===== src/rtl/cpu_bus_arbiter.sv =====
// -----------------------------------------------------------------------------
// cpu_bus_arbiter
//
// Shares the single CPU-side port of the AXI bridge between the instruction
// fetch port (I, read only) and the load/store port (D, read or write). Only
// one transaction is outstanding at a time. The winner's address, write data
// and byte valids are latched on the grant cycle. Every bridge-facing output
// comes straight from those registers, and so do all acks and read data.
//
// Parameters
//   ADDR_W  address width of every port
//   DATA_W  data width; byte-valid width is DATA_W/8
//   RR_EN   1 = round-robin between I and D, 0 = D always wins when requesting
//
// Ports
//   clk, reset                       clock, synchronous active-high reset
//   i_rd_req / i_rd_addr             I read request (held until i_rd_ack)
//   i_rd_ack / i_rd_data             I completion pulse and registered read data
//   d_rd_req / d_wr_req              D read / write request (held until d_ack)
//   d_addr / d_wdata / d_be          D address, write data, byte valids
//   d_ack / d_rd_data                D completion pulse and registered read data
//   m_r_addr_valid/m_r_addr/
//   m_r_byte_valid                   bridge read request level, address, bytes
//   m_r_data_valid / m_r_data        bridge read data (valid held until request drops)
//   m_w_addr_valid/m_w_addr/
//   m_w_data/m_w_byte_valid          bridge write request level, address, data, bytes
//   m_w_busy                         bridge write busy
// -----------------------------------------------------------------------------
module cpu_bus_arbiter #(
  parameter int ADDR_W = 64,
  parameter int DATA_W = 64,
  parameter int RR_EN  = 1
) (
  input  logic                  clk,
  input  logic                  reset,
  input  logic                  i_rd_req,
  input  logic [ADDR_W-1:0]     i_rd_addr,
  output logic                  i_rd_ack,
  output logic [DATA_W-1:0]     i_rd_data,
  input  logic                  d_rd_req,
  input  logic                  d_wr_req,
  input  logic [ADDR_W-1:0]     d_addr,
  input  logic [DATA_W-1:0]     d_wdata,
  input  logic [DATA_W/8-1:0]   d_be,
  output logic                  d_ack,
  output logic [DATA_W-1:0]     d_rd_data,
  output logic                  m_r_addr_valid,
  output logic [ADDR_W-1:0]     m_r_addr,
  output logic [DATA_W/8-1:0]   m_r_byte_valid,
  input  logic                  m_r_data_valid,
  input  logic [DATA_W-1:0]     m_r_data,
  output logic                  m_w_addr_valid,
  output logic [ADDR_W-1:0]     m_w_addr,
  output logic [DATA_W-1:0]     m_w_data,
  output logic [DATA_W/8-1:0]   m_w_byte_valid,
  input  logic                  m_w_busy
);

  localparam int BE_W = DATA_W / 8;

  typedef enum logic [2:0] {
    ST_IDLE    = 3'd0,
    ST_RD      = 3'd1,
    ST_RD_REL  = 3'd2,
    ST_WR      = 3'd3,
    ST_WR_REL  = 3'd4,
    ST_WR_DONE = 3'd5
  } state_e;

  state_e              state_q;
  logic                rr_q;        // 0: I has priority on a tie, 1: D has priority
  logic                owner_d_q;   // 1: current read belongs to D
  logic                busy_seen_q; // bridge has raised m_w_busy for this write
  logic                i_rd_ack_q;
  logic                d_ack_q;
  logic [DATA_W-1:0]   i_rd_data_q;
  logic [DATA_W-1:0]   d_rd_data_q;
  logic                m_r_addr_valid_q;
  logic [ADDR_W-1:0]   m_r_addr_q;
  logic [BE_W-1:0]     m_r_be_q;
  logic                m_w_addr_valid_q;
  logic [ADDR_W-1:0]   m_w_addr_q;
  logic [DATA_W-1:0]   m_w_data_q;
  logic [BE_W-1:0]     m_w_be_q;

  logic                d_req;
  logic                grant_any;
  logic                grant_d;

  // Arbitration decision, only acted upon while the FSM is idle.
  always_comb begin
    d_req     = d_rd_req | d_wr_req;
    grant_any = i_rd_req | d_req;
    if (RR_EN != 0) begin
      // A lone requester always wins; on a tie the pointer decides.
      grant_d = d_req & (~i_rd_req | rr_q);
    end else begin
      grant_d = d_req;
    end
  end

  // Transaction FSM with all outputs registered.
  always_ff @(posedge clk) begin
    if (reset) begin
      state_q          <= ST_IDLE;
      rr_q             <= 1'b0;
      owner_d_q        <= 1'b0;
      busy_seen_q      <= 1'b0;
      i_rd_ack_q       <= 1'b0;
      d_ack_q          <= 1'b0;
      i_rd_data_q      <= {DATA_W{1'b0}};
      d_rd_data_q      <= {DATA_W{1'b0}};
      m_r_addr_valid_q <= 1'b0;
      m_r_addr_q       <= {ADDR_W{1'b0}};
      m_r_be_q         <= {BE_W{1'b0}};
      m_w_addr_valid_q <= 1'b0;
      m_w_addr_q       <= {ADDR_W{1'b0}};
      m_w_data_q       <= {DATA_W{1'b0}};
      m_w_be_q         <= {BE_W{1'b0}};
    end else begin
      // Acks are single-cycle pulses unless a state below raises them.
      i_rd_ack_q <= 1'b0;
      d_ack_q    <= 1'b0;
      case (state_q)
        ST_IDLE: begin
          if (grant_any) begin
            // Pointer moves to the port that did not win this grant.
            rr_q        <= ~grant_d;
            owner_d_q   <= grant_d;
            busy_seen_q <= 1'b0;
            if (grant_d && d_wr_req) begin
              // A write takes precedence when D raises both requests.
              m_w_addr_q       <= d_addr;
              m_w_data_q       <= d_wdata;
              m_w_be_q         <= d_be;
              m_w_addr_valid_q <= 1'b1;
              state_q          <= ST_WR;
            end else if (grant_d) begin
              m_r_addr_q       <= d_addr;
              m_r_be_q         <= d_be;
              m_r_addr_valid_q <= 1'b1;
              state_q          <= ST_RD;
            end else begin
              // Instruction fetches always read the full word.
              m_r_addr_q       <= i_rd_addr;
              m_r_be_q         <= {BE_W{1'b1}};
              m_r_addr_valid_q <= 1'b1;
              state_q          <= ST_RD;
            end
          end
        end
        ST_RD: begin
          if (m_r_data_valid) begin
            if (owner_d_q) begin
              d_rd_data_q <= m_r_data;
              d_ack_q     <= 1'b1;
            end else begin
              i_rd_data_q <= m_r_data;
              i_rd_ack_q  <= 1'b1;
            end
            m_r_addr_valid_q <= 1'b0;
            state_q          <= ST_RD_REL;
          end
        end
        ST_RD_REL: begin
          // Bridge keeps data valid until it notices the request dropped.
          if (!m_r_data_valid) begin
            state_q <= ST_IDLE;
          end
        end
        ST_WR: begin
          // Completion is the falling edge of busy, not merely busy low.
          if (m_w_busy) begin
            busy_seen_q <= 1'b1;
          end else if (busy_seen_q) begin
            m_w_addr_valid_q <= 1'b0;
            d_ack_q          <= 1'b1;
            state_q          <= ST_WR_REL;
          end
        end
        ST_WR_REL: begin
          state_q <= ST_WR_DONE;
        end
        ST_WR_DONE: begin
          // Gives the bridge one cycle to settle back to idle.
          state_q <= ST_IDLE;
        end
        default: begin
          m_r_addr_valid_q <= 1'b0;
          m_w_addr_valid_q <= 1'b0;
          state_q          <= ST_IDLE;
        end
      endcase
    end
  end

  assign i_rd_ack       = i_rd_ack_q;
  assign i_rd_data      = i_rd_data_q;
  assign d_ack          = d_ack_q;
  assign d_rd_data      = d_rd_data_q;
  assign m_r_addr_valid = m_r_addr_valid_q;
  assign m_r_addr       = m_r_addr_q;
  assign m_r_byte_valid = m_r_be_q;
  assign m_w_addr_valid = m_w_addr_valid_q;
  assign m_w_addr       = m_w_addr_q;
  assign m_w_data       = m_w_data_q;
  assign m_w_byte_valid = m_w_be_q;

endmodule

===== config.mk =====
export PLATFORM = sky130hd
export DESIGN_NAME = cpu_bus_arbiter
export DESIGN_NICKNAME = d
export VERILOG_FILES = /design/src/rtl/cpu_bus_arbiter.sv
export SDC_FILE = /design/constraint.sdc
export NUM_CORES = 1
export LEC_CHECK = 0
export CAP_MARGIN = 30
export CORE_AREA = 3 3 237 239
export DETAILED_ROUTE_END_ITERATION = 8
export DIE_AREA = 0 0 240 242
export HOLD_SLACK_MARGIN = 0.05
export PLACE_DENSITY = 0.52
export SYNTH_ARGS = -nofsm -noshare
export SYNTH_HDL_FRONTEND = slang
export SYNTH_SLANG_ARGS = --single-unit

===== constraint.sdc =====
create_clock -name clk -period 4.1 [get_ports clk]
set_input_delay 1.025 -clock clk [delete_from_list [all_inputs] [get_ports clk]]
set_output_delay 1.025 -clock clk [all_outputs]
set_load 0.01 [all_outputs]

# Word level (Yosys, flattened, before mapping)
# Cells that the tools add are included.
classes:
  n_eq_ne: 13
  muxes: 27
  n_bitwise: 12
  reduce_logical: 15
ops:
  columns: ["operator", "n"]
  rows:
  - ["2-to-1 mux 64 bit", 1]
  - ["inequality test 2 bit, second input constant", 8]
  - ["2-to-1 mux 3 bit", 5]
  - ["one-hot mux 3 bit (5 select lines)", 1]
  - ["AND reduction 3 bit", 5]
  - ["2-to-1 mux 1 bit", 14]
  - ["AND reduction 5 bit", 2]
  - ["2-to-1 mux 8 bit", 1]
  - ["inverter 1 bit", 8]
  - ["OR reduction 4 bit", 2]
  - ["equality test 3 x 2 -> 1 bit, second input constant", 2]
  - ["equality test 3 bit, second input constant", 2]
  - ["one-hot mux 1 bit (3 select lines)", 2]
  - ["one-hot mux 1 bit (2 select lines)", 2]
  - ["AND reduction 4 bit", 1]
  - ["equality test 3 x 1 -> 1 bit, second input constant", 1]
  - ["logical NOT 3 bit", 1]
  - ["OR 1 bit", 3]
  - ["OR reduction 3 bit", 1]
  - ["2-to-1 mux 2 bit", 1]
  - ["AND reduction 2 bit", 1]
  - ["nonzero test 2 bit", 1]
  - ["bitwise AND 1 bit", 1]
  - ["logical AND 1 bit", 1]
totals:
  ff_bits: 346
  out_inout_bits: 340
  elab_cells: 82

# Longest topological paths before layout
# Gate-level depths: netlist of run 1.
logic_depth:
  word_depth: 7
  ltp_mapped: 8
  ltp_nobuf: 5

# Worst setup path after synthesis of run 1
# Ideal clock, no wire load.
synth_timing:
  path_type: "input-to-reg"
  start: "input d_wr_req"
  end: "register m_r_addr_q[60] (netlist: m_r_addr[60])"
  t_arrival_ps: 2099
  slack_ps: 1910
  path_stages: 5
  cell_sequence: "or2_2 -> nand2_1 -> clkbuf_1 -> nand2_1 -> a311oi_1"
synth_between:
  elab_chain_len: 5
  elab_cells_between_ends: 7
  classes_between: "mux: 1; bitwise: 4; reduce/logical: 2"
synth_rtl:
  columns: ["element", "line", "text"]
  rows:
  - ["start: declaration", "41", "input logic d_wr_req,"]
  - ["OR 1 bit", "92", "d_req = d_rd_req | d_wr_req;"]
  - ["bitwise AND 1 bit", "96", "grant_d = d_req & (~i_rd_req | rr_q);"]
  - ["logical AND 1 bit", "131", "if (grant_d && d_wr_req) begin"]
  - ["inverter 1 bit (no line)", null, null]
  - ["AND reduction 3 bit (no line)", null, null]
  - ["end signal: assignment", "114", "m_r_addr_q <= {ADDR_W{1'b0}};"]
  - ["end signal: assignment", "139", "m_r_addr_q <= d_addr;"]
  - ["end signal: assignment", "145", "m_r_addr_q <= i_rd_addr;"]
  - ["end: declaration", "79", "logic [ADDR_W-1:0] m_r_addr_q;"]
# Parallel ways exist; a longest one is shown, timed or not.
# A chain may end at the register's enable or synchronous reset.

# Worst setup path in the final report of run 1
layout_timing:
  start: "input d_wr_req"
  end: "register m_r_addr_q[57] (netlist: m_r_addr[57])"
# The elaborated chain is that of the path after synthesis.

==> run metrics, run 1 <==
highest attainable clock frequency 367.8 MHz; pin count of the biggest net entering global routing 123; worst-case register-to-register setup slack 1.70 ns; routability congestion estimate from global placement 0.8078; Ys Warns 0; number of global-route vias before repair 12610; Peak supply drop between 0.2 and 0.3 mV; detailed-router iteration count before antenna repair 5; sequential cell fraction of total power 40.3%; number of buffers inserted by hold repair at cts 0; net count after synthesis 1878; Initial Util 23.22%; routed wirelength normalized by instance count 18.07 microns; die extent in x between 200 and 250 microns; worst clock skew roughly 0.015 ns; Boundary Pins 611; combined buffer and inverter count along the critical path 2; Worst Max-Slew Pin Slew roughly 0.89 ns; final hold violation count 0; reg2reg end m_w_addr[21]; Period Utilization, post-route between 60% and 70%; setup repair after global routing missed its margin no; startpoint types primary input; tightest slew margin relative to the limit 40.76%; largest delay contributor family on the critical path simple AND/OR/NAND/NOR gates; cell chain of the critical path clkdlybuf4s50_1 > or2_2 > nand2_2 > buf_4 > nand2_1 > a311oi_1; TritonCTS clock tree done; main area contributors after synthesis dfxtp_1 (55%), nand2_1 (20%), a21oi_1 (11%); antenna violations before repair 4; final-report max-slew violation count 0; overall via count from detail_route 12960; Post-synth ARST share 0%; Period minus WS final around 2.7 ns; clock latency at the later pin of the worst-skew pair 0.55 ns; logic depth of the worst setup path including buffers 6; global router's overall resource usage about 17%; Cell Pwr Density 458.8 nW/um^2; part of the power in the clock network between 30% and 40%; critical path endpoint m_r_addr[57]; post-synthesis cell type count 38; clock tree root buffer cell clkbuf_16; number of nets in the final layout ~2400; global-route wire length before repair between 70 and 80 mm; average footprint of a synthesized cell between 7 and 8 sq um; Iter 0 DRT Violations between 600 and 700; internal portion of total power 0.006865 W; Yosys top cell area share a little under three fifths; number of clock sinks 346; die outline area 58080 sq um; proportion of synthesized chip area in sequential cells 55.21%; number of gates given a new drive strength after cts 0; area growth from synthesis to layout 65.04%; number of clock buffers inserted by TritonCTS 42; count of port buffers added during placement approximately 600; leakage power total 7.206 nW; Crit Reg-Reg Startpoint state_q[1]; WP data required approximately 4.6 ns; number of levels in the clock H-tree 2; netlist area before placement 12550 sq um; number of register bits inferred by synthesis 346; sum of net half-perimeters after detailed placement 36.85 mm; vertical die dimension 242 microns; maximum buffer depth of the clock tree 3; combinational share of power between 20% and 30%; number of enable-type register cells in the synthesized netlist 0; dominant cell by count in the synthesized netlist nand2_1; leading post-synthesis cells by instance count nand2_1 (662), dfxtp_1 (346), a21oi_1 (269), nor2_1 (89), clkbuf_1 (84); launching element of the worst setup path d_wr_req; predominant post-synthesis flop cell dfxtp_1; Switch Pwr 0.002634 W; category of the most critical setup path primary input to flip-flop; layout cell share with drive strength beyond 1 4.302%; post-DR vias/cell 4.492; result of the run completed; arrival time at the worst endpoint 3.17 ns; cell count after placement 2809; filler-free cell count of the finished design 2885; Worst Path Max Fanout 20; drt total wl 52.12 mm; fillcell total 5551; count of buffers added by post-CTS timing repair for setup 0; # DRC 0; footprint of the multi-input gates 5094 sq um; max cap viols 0; row count 85; proportion of total power due to net switching 27.73%; Floorplan Core Area around 54000 sq um; Clk pin slew, worst setup/hold paths 0.06 ns; cell with the largest stage delay on the worst path clkdlybuf4s50_1; type of the tightest min-delay check flip-flop to flip-flop; number of instances in the synthesized netlist 1606; Max stage delay on crit path 0.59 ns; type of destination of the critical path flip-flop; Setup Viol. Count Final 0; area occupied by registers ~6900 sq um; post-route antenna net violation count 0; number of cells traversed by the worst register-to-register path 5; setup TNS 0 ns; total global routing overflow 0; largest area contributor in the synthesized netlist dfxtp_1
-- worst min path at each step --
| stage | startpoint | endpoint | depth (start not counted) |
|---|---|---|---|
| after floorplan | rr_q | rr_q | 2 |
| after global placement | d_rd_data[6] | d_rd_data[6] | 2 |
| after detailed placement | m_w_addr[39] | m_w_addr[39] | 2 |
| after CTS | m_w_addr[20] | m_w_addr[20] | 2 |
| after global routing | i_rd_data[9] | i_rd_data[9] | 2 |
| final | m_w_data[38] | m_w_data[38] | 2 |
-- worst min-delay path, stage by stage, from the launching register on --
cell,delay (ns)
dfxtp_1,0.30
nand2_1,0.05
a21oi_1,0.05
-- stage by stage --
step,worst slack (ns),cell area (sq um),utilization [%],power (W),hold WS (ns)
floorplan,1.910,12550,-,0.004735,0.4695
global placement,0.8655,19340,35.80,0.005901,0.4413
detailed placement,0.8024,19340,35.80,0.005915,0.4456
CTS,1.394,20700,38.31,0.009672,0.4530
global route,1.290,20710,38.33,0.009957,0.4670
finish,1.381,20710,38.33,0.009500,0.4509
-- placed cells by master (no fill, tap or decap), types with 2 or more instances in the layout --
master and n:
buf_12 11, nor2b_1 3, diode_2 4, buf_4 15, or3_1 2, dfxtp_1 346
a21oi_1 269, clkbuf_8 9, nor3_1 4, a311oi_1 63, nor2_1 89, clkbuf_16 45
a31oi_1 2, inv_1 2, nand2b_1 2, clkbuf_1 14, a211oi_1 11, nand2_1 661
clkdlybuf4s50_1 609
-- kinds of logic after synthesis --
group	share of synthesized area, %
multiplexers	0.07978
AO/OA/AOI/OAI	16.53
buffers and inverters	4.388
adder cells (fa/ha/maj)	0.09970
AND/OR/NAND/NOR	23.69
flip-flops	55.21
-- area by class of cell --
cell class	count	area share [%]
antenna	4	0.04834
clock buffer	68	6.290
clock inverter	4	0.2538
inverter	2	0.03625
multi-input combinational	1129	24.60
sequential	346	33.45
tap	696	4.205
timing repair buffer	636	31.12
-- layer usage --
layer	wire length (microns)	global-route usage [%]
met1	20690	19.65
met2	25790	29.65
met3	4146	5.408
met4	1493	6.082
met5	0	0
-- sequential cells by signal (all words and copies together), names as in the netlist, 3 cells and up --
signal / flops
m_r_byte_valid: 8
d_rd_data: 64
m_w_data: 64
state_q: 3
m_w_addr: 64
m_w_byte_valid: 8
i_rd_data: 64
m_r_addr: 64
-- power groups by stage --
stage / sequential, W / combinational (W) / clock [W]
CTS: 0.00383 / 0.00203 / 0.00381
global placement: 0.00389 / 0.00201 / 0
global route: 0.00386 / 0.00218 / 0.00392
floorplan: 0.00400 / 0.000740 / 0
detailed placement: 0.00390 / 0.00202 / 0
finish: 0.00383 / 0.00200 / 0.00367
(Power assumes the default switching activity.)
==> inputs of run 2 (changes only) <==
- clock period: 4.1 -> 2.7 ns (I/O delays scaled with it)
==> run 2 against run 1 <==
Global-route usage is 0.25 points higher. Clock power is 53% higher. Sequential power is 52% higher. Sequential share of layout area is 0.49 points lower. Flip-flop and latch count stayed put. Count of clock-buffer cells in the layout is 9 lower. Via count is 0.48% higher. Power is 54% higher. Wire length is 0.98% higher. Critical path depth is 5 lower. Largest cell class unchanged.
==> run metrics, run 2 (synthesized netlist as in run 1, its figures left out) <==
Clk pin slew, worst setup/hold paths 0.06 ns (about the same); Layout Cell Area excl Fill 21010 sq um (+1.5%); critical path endpoint m_r_addr_valid; cell chain of the critical path clkdlybuf4s50_1; Max stage delay on crit path 0.68 ns (+0.09 ns); n_diodes 0 (-4); sum of net half-perimeters after detailed placement 37.84 mm (+2.7%); area growth from synthesis to layout 67.48%; Crit Reg-Reg Startpoint state_q[1]; Floorplan Core Area 54030 sq um (unchanged); # DRC 0 (unchanged); number of nets in the final layout 2449 (+0.82%); number of buffers inserted by hold repair at cts 0 (unchanged); routability congestion estimate from global placement 0.8328 (+3.1%); pin count of the biggest net entering global routing 93 (-24%); total cell area at the placement stage 19620 sq um (+1.4%); Period minus WS final 2.226 ns; Cell Pwr Density 695.0 nW/um^2 (+51%); global router's overall resource usage 17.34% (+0.25 points); number of clock buffers inserted by TritonCTS 43 (+2.4%); total global routing overflow 0 (unchanged); vertical die dimension 242 microns (unchanged); Peak supply drop 0.3728 mV (+33%); worst clock skew 0.009763 ns (-0.005175 ns); startpoint types flip-flop; leading cell type in the layout, fill and taps excluded nand2_1; highest attainable clock frequency roughly 450 MHz; Worst Path Max Fanout 2 (-90%); max cap viols 0 (unchanged); category of the most critical setup path flip-flop to output pin; largest delay contributor family on the critical path buffers and inverters; setup repair after global routing missed its margin no; post-route antenna net violation count 0 (unchanged); launching element of the worst setup path m_r_addr_valid; Period Utilization, post-route approximately 82%; number of cells traversed by the worst register-to-register path 6 (+1); count of buffers added by post-CTS timing repair for setup 0 (unchanged); Initial Util 23.22% (unchanged); maximum buffer depth of the clock tree 3 (unchanged); reg2reg end m_r_addr[24]; Setup Viol. Count Final 0 (unchanged); arrival time at the worst endpoint 1.55 ns (-1.62 ns); drt total wl 52.63 mm (+0.98%); met2 layer wire length in the routed design 26.29 mm (+2.0%); type of the tightest min-delay check flip-flop to flip-flop; clock latency at the later pin of the worst-skew pair 0.55 ns (about the same); die outline area 58080 sq um (unchanged); routed wirelength normalized by instance count 18.14 microns (+0.42%); Routed met3 length 3.800 mm (-8.3%); final hold violation count 0 (unchanged); detailed-router iteration count before antenna repair 5 (unchanged); global-route wire length before repair 79.34 mm (+2.2%); Boundary Pins 611 (unchanged); total design power 0.01460 W (+54%); row count 85 (unchanged); count of port buffers added during placement 610 (unchanged); area occupied by registers 6927 sq um (unchanged); Worst Max-Slew Pin Slew 0.7434 ns (-0.1452 ns); tightest slew margin relative to the limit 50.44% (+9.7 points); fillcell total 5507 (-0.79%); combined buffer and inverter count along the critical path 1 (-1); logic depth of the worst setup path including buffers 1 (-5); worst-case register-to-register setup slack 0.65 ns (-1.05 ns); result of the run completed; number of global-route vias before repair 12950 (+2.7%); top routing layer used met4; Cells on Worst Hold Path 2 (unchanged); commonest cells after routing, fill and taps aside nand2_1 (661), clkdlybuf4s50_1 (609), dfxtp_1 (346); final-report max-slew violation count 0 (unchanged); post-DR vias/cell 4.488 (about the same); WP data required 2.03 ns (-2.52 ns); die extent in x 240 microns (unchanged); cell with the largest stage delay on the worst path clkdlybuf4s50_1; setup TNS 0 ns (unchanged); number of clock sinks 346 (unchanged); type of destination of the critical path output pin; Iter 0 DRT Violations 704 (+10%); clock tree root buffer cell clkbuf_16; antenna violations before repair 0 (-4); footprint of the multi-input gates 5094 sq um (unchanged); overall via count from detail_route 13020 (+0.48%); leakage power total 7.369 nW (+2.3%); TritonCTS clock tree done; number of gates given a new drive strength after cts 0 (unchanged); number of levels in the clock H-tree 2 (unchanged); length of routed wiring on met1 21.35 mm (+3.2%); Final Util 38.90% (+0.57 points); layout cell share with drive strength beyond 1 5.624% (+1.3 points)
run 2: cell types whose count changed in the layout (fill, tap and decap cells not counted), sizes merged:
cell / delta
clkinv: +7
inv: -1
clkinvlp: +4
buf: +19
diode: -4
clkbuf: -9
run 2: where the power goes:
part           switching, W  total [W]  internal (W)
Sequential         0.000260    0.00581       0.00555
Combinational       0.00157    0.00316       0.00159
Clock               0.00224    0.00563       0.00339
run 2: worst min-delay path, cell delays in order (launching register included):
cell,delay [ns]
dfxtp_1,0.30
nand2_1,0.05
a21oi_1,0.05
run 2: per-layer routing:
| metal | GRT usage [%] | vias up |
|---|---|---|
| met3 | 5.020 | 66 |
| met5 | 0 | - |
| met2 | 30.68 | 408 |
| li1 | - | 6425 |
| met4 | 4.473 | 0 |
| met1 | 20.41 | 6122 |
run 2: how the worst min path moves through the flow:
stage,slack [ns],end,start
6_report,0.45,m_w_addr[58],m_w_addr[58]
5_1_grt,0.47,m_w_data[49],m_w_data[49]
4_1_cts,0.45,m_w_data[7],m_w_data[7]
3_5_place_dp,0.45,m_w_data[7],m_w_data[7]
3_3_place_gp,0.44,m_w_addr[18],m_w_addr[18]
2_1_floorplan,0.47,rr_q,rr_q
run 2: layout make-up:
cell class	instances	share of cell area, %
flip-flops and latches	346	32.96
repair buffers	655	32.00
multi-input cells	1129	24.24
clock buffers	59	6.085
well taps	696	4.144
clock inverters	14	0.5359
inverters	2	0.03572
run 2: per-stage QoR:
stage	std cells	hold slack (ns)	worst slack, ns
final	2901	0.4510	0.4743
after global routing	2901	0.4686	0.3733
after CTS	2901	0.4531	0.3957
after detailed placement	2828	0.4456	0.1397
after global placement	2828	0.4408	0.2058
after floorplan	1606	0.4695	0.8599
==> inputs of run 3 (changes only) <==
- PLACE_DENSITY: 0.52 -> 0.53
- clock period: 2.7 -> 2 ns (I/O delays scaled with it)
==> run 3 against run 2 <==
Design area rose by 3.1%. Setup slack got worse by 0.42 ns. Cell count rose by 2.0%. Global-route usage fell by 0.12 points. Hold slack got worse by 0.046 ns. First-iteration DRC count rose by 0.71%. Sequential share of layout area fell by 0.98 points. Sequential power rose by 34%. Flip-flop and latch count did not move. Critical endpoint is now i_rd_data[3]. Largest cell class is now non-clock buffers.
==> run metrics, run 3 (synthesized netlist as in run 1, its figures left out) <==
result of the run completed; sum of net half-perimeters after detailed placement 39.75 mm (+5.1%); total design power 0.01975 W (+35%); placement-stage worst setup slack -0.3115 ns (-0.4513 ns); routability congestion estimate from global placement 0.8535 (+2.5%); post-DR vias/cell 4.469 (-0.44%); commonest cells after routing, fill and taps aside nand2_1 (661), clkdlybuf4s50_1 (471), dfxtp_1 (346); cell count after placement 2882 (+1.9%); area growth from synthesis to layout 72.61%; cell with the largest stage delay on the worst path clkdlybuf4s50_1; type of destination of the critical path output pin; total global routing overflow 0 (unchanged); row count 85 (unchanged); number of nets in the final layout 2502 (+2.2%); fillcell total 5518 (+0.20%); combinational share of power 22.3% (+0.7 points); global-route wire length before repair 78.54 mm (-1.0%); type of the tightest min-delay check primary input to flip-flop; category of the most critical setup path flip-flop to output pin; # DRC 0 (unchanged); number of clock buffers inserted by TritonCTS 42 (-2.3%); part of the power in the clock network 38.2% (-0.4 points); leakage power total 8.987 nW (+22%); number of levels in the clock H-tree 2 (unchanged); number of global-route vias before repair 12930 (-0.12%); routed wirelength normalized by instance count 17.71 microns (-2.4%); Worst Hold Margin 0.4054 ns (-0.04555 ns); count of buffers added by post-CTS timing repair for setup 0 (unchanged); Max stage delay on crit path 0.58 ns (-0.10 ns); area occupied by registers 6927 sq um (unchanged); arrival time at the worst endpoint 1.44 ns (-0.11 ns); Cell Pwr Density 911.7 nW/um^2 (+31%); vertical die dimension 242 microns (unchanged); setup repair after global routing missed its margin no; Peak supply drop 0.6374 mV (+71%); Boundary Pins 611 (unchanged); TritonCTS clock tree done; filler-free cell count of the finished design 2959 (+2.0%); number of buffers inserted by hold repair at cts 0 (unchanged); count of port buffers added during placement 610 (unchanged); die outline area 58080 sq um (unchanged); antenna violations before repair 5 (+5); clock latency at the later pin of the worst-skew pair 0.55 ns (about the same); pin count of the biggest net entering global routing 79 (-15%); detailed-router iteration count before antenna repair 5 (unchanged); Period minus WS final 1.945 ns; overall via count from detail_route 13220 (+1.6%); Switch Pwr 0.005503 W (+35%); Setup Viol. Count Final 0 (unchanged); internal portion of total power 0.01424 W (+35%); cell chain of the critical path clkdlybuf4s50_1; Worst Max-Slew Pin Slew 0.6434 ns (-0.09991 ns); max cap viols 0 (unchanged); leading cell type in the layout, fill and taps excluded nand2_1; sequential cell fraction of total power 39.6% (-0.2 points); footprint of the multi-input gates 5099 sq um (about the same); die extent in x 240 microns (unchanged); worst clock skew 0.01168 ns (+0.001912 ns); min setup slack post-route 0.05534 ns (-0.4190 ns); Clk pin slew, worst setup/hold paths 0.06 ns (about the same); startpoint types flip-flop; drt total wl 52.41 mm (-0.42%); Layout Cell Area excl Fill 21660 sq um (+3.1%); layout cell share with drive strength beyond 1 7.696% (+2.1 points); Worst Path Max Fanout 2 (unchanged); largest delay contributor family on the critical path buffers and inverters; maximum buffer depth of the clock tree 3 (unchanged); final hold violation count 0 (unchanged); WP data required 1.50 ns (-0.53 ns); Initial Util 23.22% (unchanged); post-route antenna net violation count 0 (unchanged); Floorplan Core Area 54030 sq um (unchanged); proportion of total power due to net switching 27.87% (about the same); combined buffer and inverter count along the critical path 1 (unchanged); Iter 0 DRT Violations 709 (+0.71%); clock tree root buffer cell clkbuf_16; final-report max-slew violation count 0 (unchanged); highest attainable clock frequency 514.2 MHz; number of clock sinks 346 (unchanged); tightest slew margin relative to the limit 57.10% (+6.7 points); total cell area at the placement stage 20240 sq um (+3.1%); Period Utilization, post-route 97.23%; global router's overall resource usage 17.22% (-0.12 points)
[run 3: cell types whose count changed in the layout (fill, tap and decap cells not counted), sizes merged]
cell and change:
clkdlybuf4s50 -138, dlygate4sd2 +82, dlymetal6s2s +56, buf +54, clkbuf +5, clkinvlp -4
diode +2, clkinv +1
[run 3: area by class of cell]
class	count	share of cell area (%)
repair buffers	709	34.07
flip-flops and latches	346	31.98
multi-input cells	1129	23.54
clock buffers	64	5.899
well taps	696	4.021
clock inverters	11	0.4217
inverters	2	0.03466
diodes	2	0.02311
[run 3: path summary, 6_finish.rpt]
kind	slack [ns]	from	cells after the start	to
setup reg to reg	0.18	state_q[2]	6	m_r_addr[35]
hold / removal	0.41	reset	2	m_w_addr[5]
setup / recovery	0.06	i_rd_data[3]	1	i_rd_data[3]
hold reg to reg	0.45	m_w_addr[35]	2	m_w_addr[35]
[run 3: routing by layer]
metal / share of wire [%] / track usage, % / routed length [microns] / vias up
met5: 0.038 / 0 / 20 / -
met1: 39 / 20.35 / 20670 / 6129
li1: - / - / - / 6536
met3: 8.3 / 5.112 / 4344 / 93
met2: 49 / 29.95 / 25920 / 461
met4: 2.8 / 5.163 / 1449 / 4
[run 3: metrics by stage]
step           setup TNS [ns]  util [%]
2_1_floorplan               0         -
3_3_place_gp           -48.19     37.46
3_5_place_dp           -53.70     37.46
4_1_cts                     0     39.81
5_1_grt                     0     40.08
6_report                    0     40.09
[run 3: power groups by stage]
stage | clock network [W] | logic [W] | registers, W
floorplan | 0 | 0.00152 | 0.00819
global placement | 0 | 0.00454 | 0.00795
detailed placement | 0 | 0.00457 | 0.00796
CTS | 0.00776 | 0.00448 | 0.00782
global route | 0.00804 | 0.00477 | 0.00788
finish | 0.00754 | 0.00440 | 0.00781
[run 3: repair_timing]
item,CTS,global route
endpoints found under the setup margin,82,183
endpoints found under the hold margin,0,0
gates resized for setup,82,57
